[src/rtl/piso_tx.sv]
// rtl/piso_tx.sv - parallel-in serial-out framed transmitter (start, LSB-first data, stop)
module piso_tx #(
    parameter int DATA_W  = 8,
    parameter int CLK_DIV = 4
) (
    input  logic              clk,
    input  logic              i_rstn,
    input  logic              i_valid,
    input  logic [DATA_W-1:0] i_data,
    output logic              o_ready,
    output logic              o_serial,
    output logic              o_busy,
    output logic              o_done
);

    localparam int CNT_W = (CLK_DIV > 1) ? $clog2(CLK_DIV) : 1;
    localparam int IDX_W = (DATA_W > 1) ? $clog2(DATA_W) : 1;
    localparam logic [CNT_W-1:0] CNT_LAST = CNT_W'(CLK_DIV - 1);
    localparam logic [IDX_W-1:0] IDX_LAST = IDX_W'(DATA_W - 1);

    typedef enum logic [1:0] {IDLE, START, DATA, STOP} state_t;

    state_t            state, state_d;
    logic [CNT_W-1:0]  cnt, cnt_d;
    logic [IDX_W-1:0]  idx, idx_d;
    logic [DATA_W-1:0] shreg, shreg_d;
    logic              serial_q, serial_d;
    logic              done_q, done_d;
    logic              tick;

    assign tick = (cnt == CNT_LAST);

    always_comb begin
        state_d = state;
        cnt_d   = cnt;
        idx_d   = idx;
        shreg_d = shreg;
        done_d  = 1'b0;
        case (state)
            IDLE: begin
                if (i_valid) begin
                    state_d = START;
                    shreg_d = i_data;
                    cnt_d   = '0;
                    idx_d   = '0;
                end
            end
            START: begin
                cnt_d = tick ? '0 : cnt + CNT_W'(1);
                if (tick) begin
                    state_d = DATA;
                end
            end
            DATA: begin
                cnt_d = tick ? '0 : cnt + CNT_W'(1);
                if (tick) begin
                    shreg_d = shreg >> 1;
                    if (idx == IDX_LAST) begin
                        state_d = STOP;
                    end else begin
                        idx_d = idx + IDX_W'(1);
                    end
                end
            end
            STOP: begin
                cnt_d = tick ? '0 : cnt + CNT_W'(1);
                if (tick) begin
                    state_d = IDLE;
                    done_d  = 1'b1;
                    idx_d   = '0;
                end
            end
            default: state_d = IDLE;
        endcase
        // Line level follows the state being entered so o_serial stays a pure register output.
        serial_d = (state_d == START) ? 1'b0 :
                   (state_d == DATA)  ? shreg_d[0] : 1'b1;
    end

    always_ff @(posedge clk or negedge i_rstn) begin
        if (!i_rstn) begin
            state    <= IDLE;
            cnt      <= '0;
            idx      <= '0;
            shreg    <= '0;
            serial_q <= 1'b1;
            done_q   <= 1'b0;
        end else begin
            state    <= state_d;
            cnt      <= cnt_d;
            idx      <= idx_d;
            shreg    <= shreg_d;
            serial_q <= serial_d;
            done_q   <= done_d;
        end
    end

    assign o_ready  = (state == IDLE);
    assign o_busy   = !o_ready;
    assign o_serial = serial_q;
    assign o_done   = done_q;

endmodule
[config.mk]
export PLATFORM = sky130hd
export DESIGN_NAME = piso_tx
export DESIGN_NICKNAME = d
export VERILOG_FILES = /design/src/rtl/piso_tx.sv
export SDC_FILE = /design/constraint.sdc
export NUM_CORES = 1
export LEC_CHECK = 0
export ABC_CLOCK_PERIOD_IN_PS = 3100
export CORE_MARGIN = 2
export CORE_UTILIZATION = 54
export CTS_BUF_LIST = sky130_fd_sc_hd__clkbuf_4 sky130_fd_sc_hd__clkbuf_8 sky130_fd_sc_hd__clkbuf_16
export DETAILED_ROUTE_END_ITERATION = 7
export GPL_TIMING_DRIVEN = 0
export HOLD_SLACK_MARGIN = 0.15
export MAX_ROUTING_LAYER = met4
export PLACE_DENSITY = 0.81
export SLEW_MARGIN = 20
export SYNTH_ARGS = -nofsm -noshare
export SYNTH_HDL_FRONTEND = slang
export SYNTH_SLANG_ARGS = --single-unit
[constraint.sdc]
create_clock -name clk -period 3.1 [get_ports clk]
set_clock_uncertainty 0.05 [all_clocks]
set_input_delay 0.62 -clock clk [delete_from_list [all_inputs] [get_ports clk]]
set_output_delay 0.62 -clock clk [all_outputs]
set_load 0.02 [all_outputs]
==> results.yml <==
timing:
  report.final.hold_viol_count: 0
  setup_viol_count_final: 0
  final.min_clock_period_ns: 2.62
  holdWs_ns: 0.458
  maxClockFrequency_ghz: 0.382
  timing.final.crit_share: 0.845
  final.setup.tns_ns: 0
  final-max-slew-violation-count: 0
  worst_slew_margin_rel: 0.505
  worst_slew_pin_slew_ns: 0.740
  rsz_0062_raised_after_global_routing: "false"
  timing.final.ws_setup_ns: 0.482
logic_synthesis:
  yosysMostFrequentCell: "sky130_fd_sc_hd__dfrtp_1"
  synth_seq_cells: 17
  dominantRegCellSynth: "sky130_fd_sc_hd__dfrtp_1"
  yosys-top-cells-count: "sky130_fd_sc_hd__dfrtp_1, sky130_fd_sc_hd__and3_1, sky130_fd_sc_hd__nand2_1"
  post_synth_inst_count: 76
  synth_async_sr_flop_share: 1.00
  synth_warnings: 0
  synth_top_area_cell: "sky130_fd_sc_hd__dfrtp_1"
  synth.avg_cell_area_um2: 11.3
  synth.top_cells.by_area: "sky130_fd_sc_hd__dfrtp_1, sky130_fd_sc_hd__a221o_1, sky130_fd_sc_hd__and3_1"
  synth.yosys.seq_area_share: 0.495
  synth-edff-count: 0
  ys_types: 34
  netlist_area_um2: 862
  netlist.area_leader.share: 0.464
  syn_nets: 90
cts:
  cts.reportedPaths.clkPinSlew_ns: 0.11
  clock_latency_ns: 0.30
  post_cts_hold_buffer_count: 0
  htree_levels: 1
  cts_buffers: 3
  post_cts.repair.setup_buffers: 0
  clk_buf_depth: 2
  cts_tree: "done"
  post_cts_sizing: 0
  cts.sinks: 17
  clock_tree.root_cell: "sky130_fd_sc_hd__clkbuf_4"
power:
  netSwitchingPower_uw: 365
  comb_power_share: 0.478
  pleak_nw: 0.488
  clockPowerShare: 0.125
  swShare: 0.377
  vdd_drop_max_mv: 0.564
  power_uw: 968
  intPower_uw: 603
  power.density_nw_per_um2: 922
  pwr-share-seq: 0.398
place:
  place.detailed.hpwl_um: 1130
  globalplace.congestion: 0.760
  io_buffers: 14
  detailedPlace.worstSlack_ns: 0.805
route:
  drt_drc_violations_left: 0
  firstDrtPassIters: 4
  wire_per_inst_um: 14.3
  first_iter_violations: 4
  post_drt_via_cell_ratio: 5.70
  route.antenna.remaining_nets: 0
  final_wirelength_um: 1580
  vias: 627
die:
  die_area_um2: 1930
  die-height_um: 44.0
  fp.coreArea_um2: 1510
  std_cell_rows: 14
  io_pins: 15
  floorplan.die.width_um: 44.0
  floorplan.initialDensity: 0.572
final_layout:
  multi_input_comb_area_um2: 397
  final_layout_size_suffix_gt1_frac: 0.149
  nFillCells: 105
  antenna-diode-count: 0
  area_growth_from_synthesis_to_layout_pct: 21.8
  ff_latch_area_um2: 427
  layout.nets: 109
grt:
  grt-ovfl-total: 0
  grt_max_degree: 18
  antenna_found_initial: 0
  grt_first_pass_wirelength_um: 2670
  gr-usage-all-layers: 0.196
  first_global_vias: 615
run:
  max_cap_viol_count: 0
outcome:
  outcome: "finished clean"
critical_path:
  worst_setup_path_end_kind: "output port"
  critical_path_class: "reg2out"
  timing.critical_path.from_type: "register"
  critical_path.max_fanout: 10
  critPathRequiredTime_ns: 2.43
  crit_arrival_ns: 1.95
worst_hold_path:
  hold_path.class: "reg2reg"
cells in the final DEF (no fill, tap or decap), drive strengths merged:
master / instances
o2bb2ai: 1
dfstp: 1
clkdlybuf4s50: 14
mux2: 1
or2b: 1
a221o: 6
nor2b: 2
o21ai: 3
nand3: 1
nand2b: 1
and2b: 2
o31ai: 1
a31oi: 2
dfrtp: 16
nand3b: 3
clkbuf: 4
nor3b: 1
a32oi: 1
inv: 3
clkinv: 1
buf: 3
xnor2: 1
a22o: 1
ha: 3
or3b: 1
and3: 7
mux2i: 2
nand2: 7
a21oi: 2
nor2: 1
and2: 1
critical path, stage by stage (launching register included):
cell	delay (ns)
sky130_fd_sc_hd__dfrtp_1	0.44
sky130_fd_sc_hd__buf_4	0.19
sky130_fd_sc_hd__nor2_1	0.33
sky130_fd_sc_hd__clkdlybuf4s50_1	0.69
kinds of logic after synthesis:
group,Yosys count,share of synthesized area
AOI/OAI and AO/OA,17,0.163
xor gates and xnor gates,1,0.0102
adders and majority gates,3,0.0435
buffers and inverters,7,0.0450
DFF,17,0.495
muxes,3,0.0363
and+or+nand+nor,28,0.208
state kept, by name, summed over array words and instances (netlist names):
signal / cells
shreg: 8
cnt: 2
o_serial: 1
o_done: 1
state: 2
idx: 3
power by group through the flow:
stage                     clock network (mW)  logic (mW)  registers (mW)
final                                  0.121       0.462           0.385
after global routing                   0.133       0.519           0.394
after CTS                              0.122       0.466           0.384
after detailed placement                   0       0.462           0.390
after global placement                     0       0.452           0.385
after floorplan                            0       0.329           0.386
final timing paths:
path	start	to	slack, ns	cells past startpoint
min in group asynchronous	i_rstn	shreg[1]	0.70	1
hold / removal	cnt[0]	cnt[0]	0.46	1
setup reg to reg	idx[0]	idx[0]	1.35	5
max in group asynchronous	i_rstn	cnt[0]	1.83	1
hold reg to reg	cnt[0]	cnt[0]	0.46	1
setup / recovery	state[1]	o_ready	0.48	3
per-layer routing:
layer / share of wire / GRT usage / vias up
met5: 0 / - / -
met4: 0.016 / 0.0909 / 0
met3: 0.032 / 0.0375 / 4
met2: 0.45 / 0.300 / 10
met1: 0.50 / 0.250 / 296
li1: - / - / 317
through the flow:
| stage | area, µm² | instances | util |
|---|---|---|---|
| after floorplan | 862 | 76 | - |
| after global placement | 1020 | 106 | 0.679 |
| after global routing | 1050 | 110 | 0.697 |
| after CTS | 1050 | 110 | 0.697 |
| final | 1050 | 110 | 0.697 |
| after detailed placement | 1020 | 106 | 0.679 |
layout make-up:
class,instances,area share
multi-input cells,52,0.378
repair buffers,14,0.133
inverters,3,0.0107
clock inverters,1,0.00477
clock buffers,3,0.0215
plain buffers,4,0.0262
flip-flops and latches,17,0.406
well taps,16,0.0191
Power figures use the tool's default switching activity.
